### src/rtl/share_write_master_if.sv
// Output-buffer line stream and Avalon-MM write bus
// of the conv datapath write master.
interface share_write_master_if;
    logic         OBValid_i;
    logic [511:0] OBLine_i;
    logic         OBFirst_i;
    logic         OBLast_i;
    logic         OBReady_o;
    logic [63:0]  AvalonAddr_o;
    logic         AvalonRead_o;
    logic         AvalonWrite_o;
    logic [63:0]  AvalonByteEnable_o;
    logic [511:0] AvalonWriteData_o;
    logic [511:0] AvalonReadData_i;
    logic         AvalonLock_o;
    logic         AvalonWaitReq_i;

    modport master (
        input  OBValid_i, OBLine_i, OBFirst_i, OBLast_i,
        output OBReady_o,
        output AvalonAddr_o, AvalonRead_o, AvalonWrite_o,
        output AvalonByteEnable_o, AvalonWriteData_o,
        input  AvalonReadData_i,
        output AvalonLock_o,
        input  AvalonWaitReq_i
    );

    modport slave (
        output OBValid_i, OBLine_i, OBFirst_i, OBLast_i,
        input  OBReady_o,
        input  AvalonAddr_o, AvalonRead_o, AvalonWrite_o,
        input  AvalonByteEnable_o, AvalonWriteData_o,
        output AvalonReadData_i,
        input  AvalonLock_o,
        output AvalonWaitReq_i
    );
endinterface

### src/rtl/share_write_master.sv
// Avalon-MM write-only master: stages output lines in a FIFO
// and writes them to consecutive word addresses.
module share_write_master #(
    parameter logic [63:0] InitialOutAddr = 64'h0,
    parameter int unsigned FifoDepth      = 4
) (
    input  logic                        clk,
    input  logic                        rst,
    input  logic                        Start_i,
    input  logic [8:0]                  Height_i,
    input  logic                        Halt_i,
    share_write_master_if.master        bus,
    output logic                        Busy_o,
    output logic                        Done_o,
    output logic                        Error_o
);
    localparam int AW = $clog2(FifoDepth);

    typedef enum logic [1:0] {IDLE, RUN, DONE} state_e;

    state_e          state_q, state_d;
    logic [8:0]      height_q, height_d;
    logic [8:0]      in_cnt_q, in_cnt_d;
    logic [8:0]      out_cnt_q, out_cnt_d;
    logic            err_q, err_d;
    logic            pend_q, pend_d;
    logic            done_q, done_d;
    logic [AW-1:0]   wptr_q, rptr_q;
    logic [AW:0]     cnt_q, cnt_d;
    logic [511:0]    mem_q [FifoDepth];

    logic run, full, empty, ready, wr, push, pop;
    logic first_bad, last_bad;

    // Full flag comes from the registered count, so a pop frees a slot next cycle.
    assign full  = (cnt_q == (AW+1)'(FifoDepth));
    assign empty = (cnt_q == '0);
    assign run   = (state_q == RUN);
    assign ready = run & ~full & (in_cnt_q != height_q);
    assign wr    = run & (pend_q | (~empty & ~Halt_i));
    assign push  = bus.OBValid_i & ready;
    assign pop   = wr & ~bus.AvalonWaitReq_i;

    assign first_bad = bus.OBFirst_i != (in_cnt_q == 9'd0);
    assign last_bad  = bus.OBLast_i  != (in_cnt_q == height_q - 9'd1);

    always_comb begin
        state_d   = state_q;
        height_d  = height_q;
        in_cnt_d  = in_cnt_q;
        out_cnt_d = out_cnt_q;
        err_d     = err_q;
        pend_d    = 1'b0;
        done_d    = (state_q == DONE);
        cnt_d     = cnt_q + (AW+1)'(push) - (AW+1)'(pop);
        unique case (state_q)
            IDLE: begin
                if (Start_i) begin
                    height_d  = Height_i;
                    in_cnt_d  = 9'd0;
                    out_cnt_d = 9'd0;
                    err_d     = 1'b0;
                    state_d   = (Height_i == 9'd0) ? DONE : RUN;
                end
            end
            RUN: begin
                pend_d = wr & bus.AvalonWaitReq_i;
                if (push) begin
                    in_cnt_d = in_cnt_q + 9'd1;
                    if (first_bad | last_bad) err_d = 1'b1;
                end
                if (pop) begin
                    out_cnt_d = out_cnt_q + 9'd1;
                    if (out_cnt_q == height_q - 9'd1) state_d = DONE;
                end
            end
            DONE:    state_d = IDLE;
            default: state_d = IDLE;
        endcase
    end

    always_ff @(posedge clk) begin
        if (rst) begin
            state_q   <= IDLE;
            height_q  <= 9'd0;
            in_cnt_q  <= 9'd0;
            out_cnt_q <= 9'd0;
            err_q     <= 1'b0;
            pend_q    <= 1'b0;
            done_q    <= 1'b0;
            wptr_q    <= '0;
            rptr_q    <= '0;
            cnt_q     <= '0;
        end else begin
            state_q   <= state_d;
            height_q  <= height_d;
            in_cnt_q  <= in_cnt_d;
            out_cnt_q <= out_cnt_d;
            err_q     <= err_d;
            pend_q    <= pend_d;
            done_q    <= done_d;
            cnt_q     <= cnt_d;
            if (push) wptr_q <= wptr_q + AW'(1);
            if (pop)  rptr_q <= rptr_q + AW'(1);
        end
    end

    always_ff @(posedge clk) begin
        if (push) mem_q[wptr_q] <= bus.OBLine_i;
    end

    assign bus.OBReady_o          = ready;
    assign bus.AvalonWrite_o      = wr;
    assign bus.AvalonRead_o       = 1'b0;
    assign bus.AvalonAddr_o       = wr ? InitialOutAddr + {55'd0, out_cnt_q} : 64'd0;
    assign bus.AvalonByteEnable_o = {64{wr}};
    assign bus.AvalonWriteData_o  = wr ? mem_q[rptr_q] : 512'd0;
    assign bus.AvalonLock_o       = run;
    assign Busy_o                 = (state_q != IDLE);
    assign Done_o                 = done_q;
    assign Error_o                = err_q;
endmodule

### src/flat_wrapper.sv
// flat-port wrapper written by rule: the top's interface ports become plain ports
module share_write_master_flat 
#(
    parameter logic [63:0] InitialOutAddr = 64'h0,
    parameter int unsigned FifoDepth      = 4
)
  (clk, rst, Start_i, Height_i, Halt_i, Busy_o, Done_o, Error_o, bus_OBValid_i, bus_OBLine_i, bus_OBFirst_i, bus_OBLast_i, bus_OBReady_o, bus_AvalonAddr_o, bus_AvalonRead_o, bus_AvalonWrite_o, bus_AvalonByteEnable_o, bus_AvalonWriteData_o, bus_AvalonReadData_i, bus_AvalonLock_o, bus_AvalonWaitReq_i);
  share_write_master_if bus_i ();
  input  logic clk;
  input  logic rst;
  input  logic Start_i;
  input  logic [8:0] Height_i;
  input  logic Halt_i;
  output logic Busy_o;
  output logic Done_o;
  output logic Error_o;
  input wire logic [$bits(bus_i.OBValid_i)-1:0] bus_OBValid_i;
  input wire logic [$bits(bus_i.OBLine_i)-1:0] bus_OBLine_i;
  input wire logic [$bits(bus_i.OBFirst_i)-1:0] bus_OBFirst_i;
  input wire logic [$bits(bus_i.OBLast_i)-1:0] bus_OBLast_i;
  output wire logic [$bits(bus_i.OBReady_o)-1:0] bus_OBReady_o;
  output wire logic [$bits(bus_i.AvalonAddr_o)-1:0] bus_AvalonAddr_o;
  output wire logic [$bits(bus_i.AvalonRead_o)-1:0] bus_AvalonRead_o;
  output wire logic [$bits(bus_i.AvalonWrite_o)-1:0] bus_AvalonWrite_o;
  output wire logic [$bits(bus_i.AvalonByteEnable_o)-1:0] bus_AvalonByteEnable_o;
  output wire logic [$bits(bus_i.AvalonWriteData_o)-1:0] bus_AvalonWriteData_o;
  input wire logic [$bits(bus_i.AvalonReadData_i)-1:0] bus_AvalonReadData_i;
  output wire logic [$bits(bus_i.AvalonLock_o)-1:0] bus_AvalonLock_o;
  input wire logic [$bits(bus_i.AvalonWaitReq_i)-1:0] bus_AvalonWaitReq_i;
  assign bus_i.OBValid_i = bus_OBValid_i;
  assign bus_i.OBLine_i = bus_OBLine_i;
  assign bus_i.OBFirst_i = bus_OBFirst_i;
  assign bus_i.OBLast_i = bus_OBLast_i;
  assign bus_OBReady_o = bus_i.OBReady_o;
  assign bus_AvalonAddr_o = bus_i.AvalonAddr_o;
  assign bus_AvalonRead_o = bus_i.AvalonRead_o;
  assign bus_AvalonWrite_o = bus_i.AvalonWrite_o;
  assign bus_AvalonByteEnable_o = bus_i.AvalonByteEnable_o;
  assign bus_AvalonWriteData_o = bus_i.AvalonWriteData_o;
  assign bus_i.AvalonReadData_i = bus_AvalonReadData_i;
  assign bus_AvalonLock_o = bus_i.AvalonLock_o;
  assign bus_i.AvalonWaitReq_i = bus_AvalonWaitReq_i;
  share_write_master #(.InitialOutAddr(InitialOutAddr), .FifoDepth(FifoDepth)) u_core (.clk(clk), .rst(rst), .Start_i(Start_i), .Height_i(Height_i), .Halt_i(Halt_i), .bus(bus_i), .Busy_o(Busy_o), .Done_o(Done_o), .Error_o(Error_o));
endmodule
### config.mk
export PLATFORM = sky130hd
export DESIGN_NAME = share_write_master_flat
export DESIGN_NICKNAME = d
export VERILOG_FILES = /design/src/rtl/share_write_master_if.sv /design/src/rtl/share_write_master.sv /design/src/flat_wrapper.sv
export SDC_FILE = /design/constraint.sdc
export NUM_CORES = 2
export LEC_CHECK = 0
export BUFFER_PORTS_ARGS = -buffer_cell sky130_fd_sc_hd__buf_2
export CAP_MARGIN = 20
export CORE_AREA = 3 3 664 666
export CTS_CLUSTER_DIAMETER = 150
export DETAILED_ROUTE_END_ITERATION = 10
export DIE_AREA = 0 0 667 669
export PLACE_DENSITY = 0.46
export SLEW_MARGIN = 25
export SYNTH_ARGS = -nofsm -noshare
export SYNTH_HDL_FRONTEND = slang
export SYNTH_SLANG_ARGS = --single-unit
### constraint.sdc
create_clock -name clk -period 20.1 [get_ports clk]
set_clock_uncertainty 0.15 [all_clocks]
set_input_delay 3.015 -clock clk [delete_from_list [all_inputs] [get_ports clk]]
set_output_delay 3.015 -clock clk [all_outputs]
set_load 0.05 [all_outputs]
# Word level (Yosys, flattened, before mapping)

Memories as Yosys holds them, arrays and structs flattened. A register that Yosys moved wholly into a read port is not among the register bits.
Cells that the tools add are included.
Widths: inputs -> output; s select.

ROM bits: 0
Word-level logic and storage cells: 77
Register bits: 39
Memory bits (writable): 2048
Memories kept: 1
Bits in latches: 0
Bits of input ports: 1041
Output and inout bits: 647

Memory list:

| name         | depth | width | rd ports | clocked after memory_dff | wr ports | line                     | text |
|---|---|---|---|---|---|---|---|
| u_core.mem_q | 4     | 512   | 1        | 1                        | 1        | share_write_master.sv:30 | `logic [511:0] mem_q [FifoDepth];` |

Order comparisons: 0
Add/subtract/negate cells: 7
Shifts and indexed selects: 0
Divide/modulo/power cells: 0
Eq/ne operators: 13
Multiply operators: 0
Reduce and logical (&&, ||, !) cells: 12
Mux-type cells: 20
Bitwise gates (word level): 14

Operator list:

| kind                | count |
|---|---|
| $mux 512            | 1 |
| $mux 9              | 4 |
| $pmux 9 s2          | 2 |
| $add 9x1->9 const B | 2 |
| $eq 9x9->1          | 2 |
| $logic_not 9->1     | 2 |
| $mux 2              | 6 |
| $ne 2x2->1 const B  | 5 |
| $ne 9x9->1          | 1 |
| $reduce_and 3->1    | 3 |
| $sub 9x1->9 const B | 1 |
| $and 1x1->1         | 7 |
| $mux 1              | 5 |
| $not 1->1           | 5 |
| $add 2x1->2 const B | 2 |
| $pmux 2 s2          | 1 |
| $reduce_and 4->1    | 1 |
| $reduce_bool 2->1   | 2 |
| $add 3x1->3         | 1 |
| $eq 3x3->1 const B  | 1 |
| $logic_not 3->1     | 1 |
| $sub 3x1->3         | 1 |
| $eq 2x1->1 const B  | 1 |
| $eq 2x2->1 const B  | 1 |
| 6 further kinds     | 8 |

# Longest topological paths before layout

Depth in word-level cells: 8
Gate-level depth with buffers: 12
Depth with buffers taken out: 11

# Worst setup path after synthesis

Ideal clock, no wire load.

Path kind: input to register
Start point: in bus_OBValid_i
End point: mem u_core.mem_q[0][0] (enable)
Stages on the path: 4
Data arrival time: 14945 ps
Buffers on the path: 2
Required time: 19007 ps
Slack: 4062 ps
Library setup time: 943 ps
Path through: o311a_1 -> buf_6 -> buf_6 -> and2_1

Cells in the longest elaborated chain, start to end: 3

Ends and longest elaborated chain:

| item                         | line                      | text |
|---|---|---|
| start, declared              | flat_wrapper.sv:17        | `input wire logic [$bits(bus_i.OBValid_i)-1:0] bus_OBValid_i;` |
| $and 1x1->1                  | share_write_master.sv:41  | `assign push = bus.OBValid_i & ready;` |
| named net u_core.push        | share_write_master.sv:32  | `logic run, full, empty, ready, wr, push, pop;` |
| $mux 1                       | share_write_master.sv:109 | `if (push) mem_q[wptr_q] <= bus.OBLine_i;` |
| $mux 1 (implied by the code) | share_write_master.sv:109 |  |
| end, declared                | share_write_master.sv:30  |  |

The timed path passes the listed nets, and every way through them passes these cells.

# Worst setup path in the final report

Start point: in Halt_i
End point: out bus_AvalonWriteData_o[47]

Cells in the longest elaborated chain, start to end: 5

Ends and longest elaborated chain:

| item            | line                      | text |
|---|---|---|
| start, declared | flat_wrapper.sv:13        | `input logic Halt_i;` |
| $not 1->1       | share_write_master.sv:40  | `assign wr = run & (pend_q \| (~empty & ~Halt_i));` |
| $and 1x1->1     | share_write_master.sv:40  |  |
| $or 1x1->1      | share_write_master.sv:40  |  |
| $and 1x1->1     | share_write_master.sv:40  |  |
| $mux 512        | share_write_master.sv:117 | `assign bus.AvalonWriteData_o = wr ? mem_q[rptr_q] : 512'd0;` |
| end, declared   | flat_wrapper.sv:26        | `output wire logic [$bits(bus_i.AvalonWriteData_o)-1:0] bus_AvalonWriteData_o;` |

Every way passes these cells.

==> flow_summary_export.csv <==
group,metric,value,unit
logic_synthesis,synth_common_cells,"edfxtp_1, and2_1, mux4_2, clkbuf_1, buf_4",
timing,clock.fmax,100.2,MHz
worst_setup_path,path_class,"input pin to primary output",
global_routing,grt_usage,0.1096,
timing,worst_pin_slew,1121,ps
clock_network,path_clk_slew,60,ps
clock_network,htree_levels,4,
logic_synthesis,synth-async-reset-ratio,0,
route,num_vias,40640,
die,die_y,669,µm
global_routing,grt_pass1_wl,344400,µm
run,maxCapViolations,0,
logic_synthesis,synth_cell_types,60,
clock_network,postCtsHoldBufs,0,
clock_network,clock_path_buffers,4,
placed_design,dp_hpwl,178300,µm
logic_synthesis,synth_most_common_cell,"edfxtp_1",
power_and_ir_drop,powerDensity,96.89,nW/µm²
route,vias_per_cell,3.743,
timing,relSlewSlack,0.2529,
global_routing,grt_max_degree,171,
power_and_ir_drop,p_switching,2.212,mW
clock_network,cts_buffers,236,
worst_setup_path,end_kind,"primary output",
die,die-width,667,µm
finish,layout.nets,5908,
placed_design,place_congestion,0.7815,
die,core,434800,µm²
route,drt_iter0_markers,2790,
hold_path,min_path_type,"register to register",
logic_synthesis,synth_area_leaders,"edfxtp_1, mux4_2, and2_1, buf_4, dfxtp_1",
logic_synthesis,syn_area_per_cell,21.85,µm²
global_routing,grt_pass1_vias,42160,
logic_synthesis,ys_warn_count,0,
logic_synthesis,seq_area_frac_synth,0.7739,
logic_synthesis,ys.flop_type,"edfxtp_1",
worst_setup_path,cp.arrival,6820,ps
route,drt_pass1_iterations,5,
timing,rsz0062_at_grt,"false",
power_and_ir_drop,clkPwrFrac,0.429,
timing,min_period_over_period,0.4967,
die,dieArea,446200,µm²
finish,syn_to_final_growth,24.37,%
die,io_pins,1688,
timing,tns,0,ps
route,post-route-drc-count,0,
worst_setup_path,startpoint_type,"input pin",
die,rows,242,
global_routing,antenna_found_initial,270,
global_routing,grt_overflow,0,
power_and_ir_drop,sw_frac_of_total,0.2280,
timing,setup_viol,0,
power_and_ir_drop,p_seq_frac,0.507,
die,initial_core_util,0.1852,
timing,finalHoldViolCount,0,
power_and_ir_drop,p_comb_frac,0.064,
clock_network,cts-root-buf,"clkbuf_16",
logic_synthesis,synth_seq_cells,2089,
logic_synthesis,synth_top_area_frac,0.7637,
power_and_ir_drop,vdd_drop_max,0.00008034,V
placed_design,port-buffer-count,1119,
power_and_ir_drop,internal-power,7.491,mW
route,wl_per_cell,23.60,µm
logic_synthesis,syn_inst,3686,
logic_synthesis,yosys.area.top_type,"edfxtp_1",
logic_synthesis,mappedNetlistArea,80520,µm²
clock_network,cts.sinks,2089,
timing,slew_viol_final,0,
clock_network,insertion_delay,930,ps
logic_synthesis,synth_edf_count,2048,
power_and_ir_drop,p_leak,33.15,nW
route,drt_wl_total,256300,µm
finish,drive_above_1_share,0.4047,
clock_network,cts_resized,0,
worst_setup_path,critPathMaxFanout,170,
clock_network,cts_setup_buffers,0,
worst_setup_path,worstPathRequired,16940,ps
run_status,status,"finished, final reports clean",
timing,hold_ws,379.5,ps
timing,period_minus_slack,9984,ps
clock_network,tritoncts,"yes",
route,ant_nets,0,
==> registers in the layout, summed over array words and instances, names as in the netlist, 2 cells and up, named ones only <==
name and flops:
u_core.height_q 9, u_core.out_cnt_q 9, u_core.mem_q 2048, u_core.state_q 2, u_core.rptr_q 2, u_core.wptr_q 2
u_core.cnt_q 3, u_core.in_cnt_q 9
==> per-stage QoR <==
| step | total power [mW] | setup slack, ps | cells | instance area (µm²) | utilization |
|---|---|---|---|---|---|
| final | 9.703 | 10120 | 10860 | 100100 | 0.2303 |
| after global routing | 10.07 | 9913 | 10820 | 100000 | 0.2301 |
| after CTS | 9.874 | 9981 | 10780 | 99930 | 0.2298 |
| after detailed placement | 5.649 | 9993 | 10350 | 92470 | 0.2127 |
| after global placement | 5.634 | 10040 | 10350 | 92430 | 0.2126 |
| after floorplan | 5.457 | 4062 | 3741 | 80730 | - |
==> cell families (layout without fill, tap and decap cells) <==
family | Yosys count | count (layout) | share of synthesized area
flip-flops | 2089 | 2089 | 0.7739
AND/OR/NAND/NOR | 654 | 654 | 0.04941
multiplexers | 512 | 512 | 0.1432
buffers and inverters | 329 | 1639 | 0.02222
AO/OA/AOI/OAI | 47 | 47 | 0.004615
XOR/XNOR | 43 | 43 | 0.004770
adder cells (fa/ha/maj) | 11 | 11 | 0.001802
other | 1 | 131 | 0.00004657
==> path summary, 6_finish.rpt <==
check / from / to / slack (ps) / cells past startpoint
setup / recovery: Halt_i / bus_AvalonWriteData_o[47] / 10120 / 9
hold / removal: u_core.state_q[1] / u_core.Done_o / 380 / 1
setup reg to reg: u_core.height_q[5] / u_core.mem_q[0][94] / 14500 / 9
hold reg to reg: u_core.state_q[1] / u_core.Done_o / 380 / 1
==> final cells by class <==
type / instances / area (µm²)
multi-input cells: 1323 / 16630
diodes: 75 / 187.7
clock inverters: 144 / 1320
clock buffers: 289 / 6147
flip-flops and latches: 2089 / 62330
fillers: 45080 / 334700
inverters: 15 / 63.81
repair buffers: 1191 / 6297
well taps: 5734 / 7174
==> critical path, stage by stage <==
cell     delay [ps]
buf_2           100
nor2b_1         120
or3_1           430
inv_8           540
buf_12          500
buf_4           470
buf_4           540
and2_1          370
buf_2           320
==> power groups by stage <==
stage                     clock [mW]  sequential [mW]  combinational (mW)
after floorplan                    0             5.06               0.400
after global placement             0             5.00               0.634
after detailed placement           0             5.01               0.642
after CTS                       4.31             4.92               0.644
after global routing            4.48             4.92               0.672
final                           4.16             4.92               0.625
==> metal layers <==
layer / GRT usage / share of wire / vias up
met5: 0 / 0.0049 / -
li1: - / - / 17200
met2: 0.1843 / 0.49 / 1674
met1: 0.1171 / 0.35 / 20850
met4: 0.04087 / 0.040 / 204
met3: 0.05608 / 0.12 / 720
==> cell usage in the layout, fill, tap and decap left out, types with 3 or more instances in the layout <==
cell,instances
clkinv_1,63
edfxtp_1,2048
nand3b_1,3
o2111ai_2,3
clkinv_2,35
xor2_1,25
clkbuf_16,238
and2_1,524
clkbuf_1,51
and2_4,4
dfxtp_1,39
buf_4,60
nor4_1,4
ha_1,10
nor2_1,38
nor3b_1,4
conb_1,56
o21ai_0,4
xnor2_1,17
nand2b_1,9
buf_2,1119
a21oi_1,17
clkinv_16,3
clkinv_8,3
inv_1,14
clkinv_4,4
bufinv_16,19
mux4_2,512
nor2b_1,4
buf_12,9
inv_6,6
nand4_1,10
and3_1,6
diode_2,75
clkinvlp_4,8
nand2_1,31
Note: power is estimated with default switching activity, not from simulation.
